`src/rtl/cpu_attack_sched.sv`:
```
// CPU opponent attack sequencer: on each rising edge of the random CPU clock picks an attack and
// runs windup -> strike handshake -> recover. Define CPU_ATTACK_STATS_EN for attack/block counters.
module cpu_attack_sched #(
  parameter int unsigned WINDUP_CYC  = 16,
  parameter int unsigned RECOVER_CYC = 8,
  parameter int unsigned CNT_W       = 8
) (
  input  logic       i_clk,
  input  logic       i_reset_n,
  input  logic       i_cpu_clk,
  input  logic [3:0] i_rand,
  input  logic       i_enable,
  input  logic       i_player_block,
  input  logic       i_attack_ack,
  output logic       o_attack_valid,
  output logic [1:0] o_attack_type,
  output logic [1:0] o_state,
  output logic       o_blocked,
  output logic       o_missed_tick
`ifdef CPU_ATTACK_STATS_EN
  ,
  output logic [15:0] o_light_cnt,
  output logic [15:0] o_heavy_cnt,
  output logic [15:0] o_block_cnt
`endif
);

  typedef enum logic [1:0] {
    StIdle    = 2'b00,
    StWindup  = 2'b01,
    StStrike  = 2'b10,
    StRecover = 2'b11
  } state_e;

  localparam logic [1:0] TypeStandby = 2'b00;
  localparam logic [1:0] TypeLight   = 2'b01;
  localparam logic [1:0] TypeHeavy   = 2'b10;

  localparam logic [CNT_W-1:0] WindupLight  = CNT_W'(WINDUP_CYC - 1);
  localparam logic [CNT_W-1:0] WindupHeavy  = CNT_W'(2 * WINDUP_CYC - 1);
  localparam logic [CNT_W-1:0] RecoverLight = CNT_W'(RECOVER_CYC - 1);
  localparam logic [CNT_W-1:0] RecoverHeavy = CNT_W'(2 * RECOVER_CYC - 1);

  state_e           state_q, state_d;
  logic [CNT_W-1:0] cnt_q, cnt_d;
  logic [1:0]       type_q, type_d;
  logic             valid_q, valid_d;
  logic             blocked_q, blocked_d;
  logic             missed_q, missed_d;
  logic             cpu_clk_q;
  // Masks the first cycle after reset so a high i_cpu_clk is not seen as an edge.
  logic             armed_q;

  logic             tick;
  logic [CNT_W-1:0] rec_load;

  assign tick     = i_cpu_clk & ~cpu_clk_q & armed_q;
  assign rec_load = (type_q == TypeHeavy) ? RecoverHeavy : RecoverLight;

  always_comb begin
    state_d   = state_q;
    cnt_d     = cnt_q;
    type_d    = type_q;
    valid_d   = valid_q;
    blocked_d = 1'b0;
    missed_d  = tick & (state_q != StIdle);

    if (state_q != StIdle && !i_enable) begin
      state_d = StIdle;
      cnt_d   = '0;
      valid_d = 1'b0;
    end else begin
      case (state_q)
        StIdle: begin
          if (tick && i_enable) begin
            case (i_rand[3:2])
              2'b00: type_d = TypeStandby;
              2'b11: begin
                type_d  = TypeHeavy;
                state_d = StWindup;
                cnt_d   = WindupHeavy;
              end
              default: begin
                type_d  = TypeLight;
                state_d = StWindup;
                cnt_d   = WindupLight;
              end
            endcase
          end
        end
        StWindup: begin
          // Block takes priority over the final windup cycle.
          if (i_player_block) begin
            state_d   = StRecover;
            cnt_d     = rec_load;
            blocked_d = 1'b1;
          end else if (cnt_q == '0) begin
            state_d = StStrike;
            valid_d = 1'b1;
          end else begin
            cnt_d = cnt_q - CNT_W'(1);
          end
        end
        StStrike: begin
          if (valid_q && i_attack_ack) begin
            state_d = StRecover;
            valid_d = 1'b0;
            cnt_d   = rec_load;
          end
        end
        default: begin
          if (cnt_q == '0) begin
            state_d = StIdle;
          end else begin
            cnt_d = cnt_q - CNT_W'(1);
          end
        end
      endcase
    end
  end

  always_ff @(posedge i_clk or negedge i_reset_n) begin
    if (!i_reset_n) begin
      state_q   <= StIdle;
      cnt_q     <= '0;
      type_q    <= TypeStandby;
      valid_q   <= 1'b0;
      blocked_q <= 1'b0;
      missed_q  <= 1'b0;
      cpu_clk_q <= 1'b0;
      armed_q   <= 1'b0;
    end else begin
      state_q   <= state_d;
      cnt_q     <= cnt_d;
      type_q    <= type_d;
      valid_q   <= valid_d;
      blocked_q <= blocked_d;
      missed_q  <= missed_d;
      cpu_clk_q <= i_cpu_clk;
      armed_q   <= 1'b1;
    end
  end

  assign o_state        = state_q;
  assign o_attack_valid = valid_q;
  assign o_attack_type  = type_q;
  assign o_blocked      = blocked_q;
  assign o_missed_tick  = missed_q;

`ifdef CPU_ATTACK_STATS_EN
  logic [15:0] light_cnt_q, light_cnt_d;
  logic [15:0] heavy_cnt_q, heavy_cnt_d;
  logic [15:0] block_cnt_q, block_cnt_d;
  logic        ack_fire;

  assign ack_fire = valid_q & i_attack_ack;

  always_comb begin
    light_cnt_d = light_cnt_q;
    heavy_cnt_d = heavy_cnt_q;
    block_cnt_d = block_cnt_q;
    if (ack_fire && type_q == TypeLight && light_cnt_q != 16'hFFFF) begin
      light_cnt_d = light_cnt_q + 16'd1;
    end
    if (ack_fire && type_q == TypeHeavy && heavy_cnt_q != 16'hFFFF) begin
      heavy_cnt_d = heavy_cnt_q + 16'd1;
    end
    if (blocked_d && block_cnt_q != 16'hFFFF) begin
      block_cnt_d = block_cnt_q + 16'd1;
    end
  end

  always_ff @(posedge i_clk or negedge i_reset_n) begin
    if (!i_reset_n) begin
      light_cnt_q <= '0;
      heavy_cnt_q <= '0;
      block_cnt_q <= '0;
    end else begin
      light_cnt_q <= light_cnt_d;
      heavy_cnt_q <= heavy_cnt_d;
      block_cnt_q <= block_cnt_d;
    end
  end

  assign o_light_cnt = light_cnt_q;
  assign o_heavy_cnt = heavy_cnt_q;
  assign o_block_cnt = block_cnt_q;
`endif

endmodule
```
`config.mk`:
```
export PLATFORM = sky130hd
export DESIGN_NAME = cpu_attack_sched
export DESIGN_NICKNAME = d
export VERILOG_FILES = /design/src/rtl/cpu_attack_sched.sv
export SDC_FILE = /design/constraint.sdc
export NUM_CORES = 1
export LEC_CHECK = 0
export ABC_AREA = 1
export CAP_MARGIN = 25
export CORE_MARGIN = 2
export CORE_UTILIZATION = 56
export CTS_CLUSTER_DIAMETER = 60
export CTS_CLUSTER_SIZE = 40
export DETAILED_ROUTE_END_ITERATION = 10
export DONT_BUFFER_PORTS = 1
export PLACE_DENSITY = 0.74
export SYNTH_ARGS = -nofsm -noshare
export SYNTH_HDL_FRONTEND = slang
export SYNTH_SLANG_ARGS = --single-unit
```
`constraint.sdc`:
```
create_clock -name i_clk -period 1.63 [get_ports i_clk]
set_input_delay 0.2445 -clock i_clk [delete_from_list [all_inputs] [get_ports i_clk]]
set_output_delay 0.2445 -clock i_clk [all_outputs]
set_load 0.01 [all_outputs]
```
==> results_dict.tcl, run 1 <==
set metrics [dict create \
    worstPathMaxFanout 4 \
    synth.ff_latch_count 17 \
    power_leakage_nw 0.739 \
    cts-root-buf "clkbuf_4" \
    swShare_pct 51.5 \
    place_inst 200 \
    synth.area.top_cells "dfrtp_1, nand2_1, ha_1" \
    grt_pass1_wl_um 4290 \
    p_switching_mw 1.35 \
    path_clk_slew_ps 100 \
    final_max_slew_viol_count 0 \
    seqPwrFrac_pct 27.3 \
    wl_per_cell_um 11.9 \
    drtAntennaViolNets 0 \
    arrival_ps 1690 \
    critPathRequiredTime_ps 1820 \
    drt_iter0_drc 30 \
    hpwl_um 1930 \
    layout-drive-gt1-share_pct 9.94 \
    synth_nets 190 \
    instances_no_fill 208 \
    final_core_util_pct 66.6 \
    syn_inst 170 \
    die_h_um 50.1 \
    diodes 0 \
    area_growth_pct 10.7 \
    n_fill_cell 165 \
    clock_latency_ps 280 \
    cp-end-kind "flip-flop" \
    cts_sinks 17 \
    timing.final.crit_share_pct 92.5 \
    grt_max_degree 18 \
    worst_path_max_delay_cell "dfrtp_1" \
    fin_setup_tns_ps 0 \
    track_usage_pct 22.6 \
    hold_viol 0 \
    rows 16 \
    viasPerCell 5.12 \
    power.internal_mw 1.27 \
    die_x_um 50.1 \
    synth_area_um2 1190 \
    tritoncts "built" \
    coreArea_um2 1980 \
    yosysSeqAreaShare_pct 35.7 \
    combPwrFrac_pct 64.1 \
    drc_errors 0 \
    clock_power_share_pct 8.6 \
    initial_core_util_pct 60.2 \
    status "complete, no violations" \
    num_io_pins 17 \
    cts_buffers 3 \
    dieArea_um2 2510 \
    worstSetupPathType "reg2reg" \
    cts_htree_levels 1 \
    skew_ps 1.51 \
    clockBufferDepth 2 \
    avgSynthCellArea_um2 7.01 \
    relSlewSlack_pct 42.9 \
    cpPeakStageDelay_ps 400 \
    nets 202 \
    antenna_found_initial 0 \
    synth_top_area_share_pct 35.7 \
    cpMostUsedCell "nand2_1" \
    ir_drop_mv 0.955 \
    hold_path_class "in2reg" \
    clock.fmax_ghz 0.663 \
    startpoint_type "flip-flop" \
    grt_overflow 0 \
    first_pass_iters 4 \
    finalCriticalPeriod_ps 1510 \
    cellPowerDensity_nw_per_um2 1980 \
    synth_cell_type_count 22 \
    worstPathCellList "buf_4, ha_1, inv_1, nor2_1, nor2_1, nor2_1, nand2_1, nand2_1, nand2_1, nand2_1" \
    path_buf_inv 2 \
    ys_warn_count 0 \
    wl_um 2470 \
    finalSetupViolCount 0 \
    worst_pin_slew_ps 854 \
    yosysTopAreaCell "dfrtp_1" \
    vias 1064 \
    critPathTopFamily "simple AND/OR/NAND/NOR gates" \
    totalPowerFinal_mw 2.61 \
    first_global_vias 1016 \
    portBuffers 0 \
    hold_ws_ps 116 \
    place_congestion 0.856 \
    drv_cap 0 \
]
[worst paths after layout]
path | slack [ps] | end | depth (start not counted) | start
min | 120 | o_missed_tick | 2 | i_cpu_clk
max in group asynchronous | 600 | armed_q | 1 | i_reset_n
max reg2reg | 120 | cnt_q[4] | 10 | o_state[0]
max | 120 | cnt_q[4] | 10 | o_state[0]
min reg2reg | 500 | cnt_q[1] | 2 | cnt_q[1]
min in group asynchronous | 500 | cnt_q[0] | 1 | i_reset_n
[per-stage QoR]
step | instance area [um^2] | worst slack (ps)
floorplan | 1190 | 26.4
CTS | 1290 | 56.0
detailed placement | 1250 | 74.0
finish | 1320 | 122
global route | 1320 | -26.3
global placement | 1250 | 100
[cells in the mapped netlist]
master / instances
nand3_1: 16
nor2_2: 1
o21ai_2: 1
nand2_2: 1
nand3b_1: 2
nor3_2: 1
nor2_4: 2
conb_1: 1
inv_2: 1
inv_4: 1
nor2_1: 16
nand4_1: 2
dfrtp_1: 17
nand2_8: 1
nor3_1: 1
o21ai_0: 6
inv_1: 23
xor2_1: 2
a21oi_1: 1
ha_1: 10
o22ai_1: 1
nand2_1: 63
[worst reg2reg max path: stages, from the launching register on]
cell and delay (ps):
dfrtp_1 400, buf_4 160, ha_1 230, inv_1 120, nor2_1 60, nor2_1 150, nor2_1 80, nand2_1 60
nand2_1 40, nand2_1 60, nand2_1 50
[layout make-up]
type / instances / area (um^2) / area share, %
multi-input combinational: 128 / 681 / 51.6
sequential: 17 / 425 / 32.2
inverter: 25 / 96.3 / 7.30
timing repair buffer: 7 / 57.6 / 4.36
tap: 27 / 33.8 / 2.56
clock buffer: 4 / 26.3 / 1.99
[power groups by stage]
stage	clock network (mW)	logic, mW	registers (mW)
floorplan	0	1.24	0.719
global route	0.249	1.91	0.744
CTS	0.234	1.63	0.715
detailed placement	0	1.61	0.724
finish	0.224	1.68	0.714
global placement	0	1.53	0.719
[flip-flops by register name, indices dropped and copies added (netlist names)]
name and count:
o_state 2, o_attack_type 2, o_blocked 1, o_attack_valid 1, cnt_q 8, o_missed_tick 1
cpu_clk_q 1, armed_q 1
[kinds of logic (layout without fill, tap and decap cells)]
kind of cell    after synthesis  in the layout  share of synthesized area, %
xor+xnor                      2              2                          1.47
compound gates                9              9                          4.20
simple gates                106            106                          39.8
flops                        17             17                          35.7
fa+ha+maj                    10             10                          10.5
buf+inv                      25             36                          8.08
other cells                   1              1                         0.314
[metal layers]
| metal | global-route usage (%) | wire (um) |
|---|---|---|
| met1 | 27.1 | 1070 |
| met2 | 38.4 | 1250 |
| met3 | 5.36 | 92 |
| met4 | 9.72 | 54 |
| met5 | 0 | 0 |
[layout by cell type (no fill, tap or decap), drive strengths merged, types with 2 or more instances in the layout]
cell	synthesis	layout
nand2	65	65
inv	25	25
nor2	19	19
dfrtp	17	17
nand3	16	16
ha	10	10
o21ai	7	7
buf	0	5
clkbuf	0	4
nand3b	2	2
nor3	2	2
nand4	2	2
xor2	2	2
dlygate4sd3	0	2
[what timing repair did]
| item | 4_1_cts | 5_1_grt |
|---|---|---|
| gates resized for setup | 0 | 2 |
| setup buffers | 0 | 2 |
| hold endpoints to repair | 18 | 0 |
| setup endpoints to repair | 0 | 11 |
| hold buffers | 2 | 0 |
Note: power is estimated with default switching activity, not from simulation.
==> run 2, diff against run 1 <==
CORE_UTILIZATION = 60   (was 56)
PLACE_DENSITY = 0.76   (was 0.74)
RECOVER_POWER = 50   (was not set)
clock period = 1.6 ns   (was 1.63 ns; I/O delays follow)
==> results_dict.tcl, run 2 (synthesis gave the netlist of run 1 again) <==
set metrics [dict create \
    status "complete, no violations" \
    clockBufferDepth 2 \
    clock.fmax_ghz 0.670 \
    critPathRequiredTime_ps 1800 \
    portBuffers 0 \
    drt_iter0_drc 31 \
    diodes 0 \
    num_io_pins 17 \
    cpPeakStageDelay_ps 410 \
    cp-end-kind "flip-flop" \
    power.internal_mw 1.32 \
    finalSetupViolCount 0 \
    grt_overflow 0 \
    vias 1068 \
    first_pass_iters 6 \
    cpMostUsedCell "nand2_1" \
    tritoncts "built" \
    relSlewSlack_pct 49.2 \
    multi_input_area_um2 688 \
    hpwl_um 1870 \
    ir_drop_mv 1.18 \
    hold_path_class "in2reg" \
    final_core_util_pct 69.5 \
    cts-root-buf "clkbuf_4" \
    dieArea_um2 2360 \
    worst_path_max_delay_cell "dfrtp_1" \
    final_max_slew_viol_count 0 \
    rsz0062_at_grt "true" \
    path_clk_slew_ps 100 \
    crit_path_start "o_state[0]" \
    drc_errors 0 \
    worstPathCellList "inv_1, ha_2, buf_4, nand2_1, nand2_8, inv_4, nand3b_1, nand2_1" \
    initial_core_util_pct 62.0 \
    layout_common_cells "nand2_1, inv_1, dfrtp_1" \
    n_fill_cell 161 \
    die_h_um 48.6 \
    coreArea_um2 1920 \
    grt_pass1_wl_um 4350 \
    viasPerCell 5.11 \
    drv_cap 0 \
    die_x_um 48.6 \
    nets 203 \
    layout-drive-gt1-share_pct 12.6 \
    largest_reg_flops 8 \
    min-delay-start "i_cpu_clk" \
    track_usage_pct 23.2 \
    clock_power_share_pct 8.5 \
    first_global_vias 1035 \
    worstPathMaxFanout 10 \
    seqPwrFrac_pct 26.9 \
    wl_per_cell_um 11.5 \
    swShare_pct 51.3 \
    wl_um 2400 \
    totalPowerFinal_mw 2.70 \
    skew_ps 0.670 \
    place_congestion 0.892 \
    finalCriticalPeriod_ps 1490 \
    drtAntennaViolNets 0 \
    worstSetupPathType "reg2reg" \
    area_growth_pct 12.1 \
    regArea_um2 425 \
    cts_htree_levels 1 \
    timing.final.crit_share_pct 93.3 \
    cts_sinks 17 \
    clock_latency_ps 290 \
    top_register "cnt_q" \
    grt_max_degree 18 \
    r2r_slack_ps 110 \
    worstRegToRegCells 8 \
    rows 16 \
    reg2reg_from "o_state[0]" \
    cellPowerDensity_nw_per_um2 2020 \
    power_leakage_nw 0.746 \
    cts_buffers 3 \
    hold_viol 0 \
    p_switching_mw 1.39 \
    final_common_cell "nand2_1" \
    combPwrFrac_pct 64.5 \
    startpoint_type "flip-flop" \
    min_path_cells 2 \
    arrival_ps 1690 \
    worst_pin_slew_ps 760 \
    antenna_found_initial 0 \
]
-- run 2: cell types whose count changed in the layout (fill, tap and decap cells not counted), sizes merged --
cell / before / now
buf: 5 / 6
clkbuf: 4 / 3
clkinv: 0 / 1
-- run 2: worst paths after layout --
path	end
max	o_state[1]
min	o_missed_tick
max reg2reg	o_state[1]
min reg2reg	cnt_q[1]
max in group asynchronous	cnt_q[7]
min in group asynchronous	cnt_q[0]
-- run 2: power by group through the flow --
stage | Combinational, mW | Sequential [mW] | Clock [mW]
2_1_floorplan | 1.26 | 0.732 | 0
5_1_grt | 1.97 | 0.753 | 0.264
6_report | 1.75 | 0.728 | 0.231
3_5_place_dp | 1.63 | 0.741 | 0
4_1_cts | 1.65 | 0.733 | 0.238
3_3_place_gp | 1.56 | 0.739 | 0
-- run 2: layer usage --
metal	track usage (%)	vias up	wire, um
met5	0	-	0
met4	10.5	0	51
met3	2.47	7	128
met2	41.9	30	1190
met1	27.9	483	1030
li1	-	548	-
-- run 2: area by class of cell --
type	count	share of cell area (%)
flip-flops and latches	17	31.8
inverters	25	7.21
clock buffers	3	1.69
repair buffers	8	4.87
clock inverters	1	0.375
multi-input cells	128	51.5
well taps	27	2.53
-- run 2: critical path, delay by kind of cell, from the launching register on --
| family | cells | cell delay [ps] |
|---|---|---|
| flops | 1 | 410 |
| fa+ha+maj | 1 | 260 |
| simple gates | 4 | 400 |
| buf+inv | 3 | 320 |
-- run 2: what timing repair did --
action	in CTS	in global routing
setup endpoints to repair	1	11
setup buffers	0	2
hold endpoints to repair	18	0
pin swaps	1	2
hold buffers	2	0
gates resized for setup	1	4
-- run 2: metrics by stage --
stage	cells	worst slack (ps)	hold slack, ps	cell area [um^2]	setup TNS (ps)
floorplan	170	20.8	-55.6	1190	0
global placement	201	49.4	-55.2	1260	0
detailed placement	201	5.83	-55.2	1260	0
CTS	207	34.8	96.1	1310	0
global route	209	-14.9	107	1340	-20.1
finish	209	107	100	1340	0
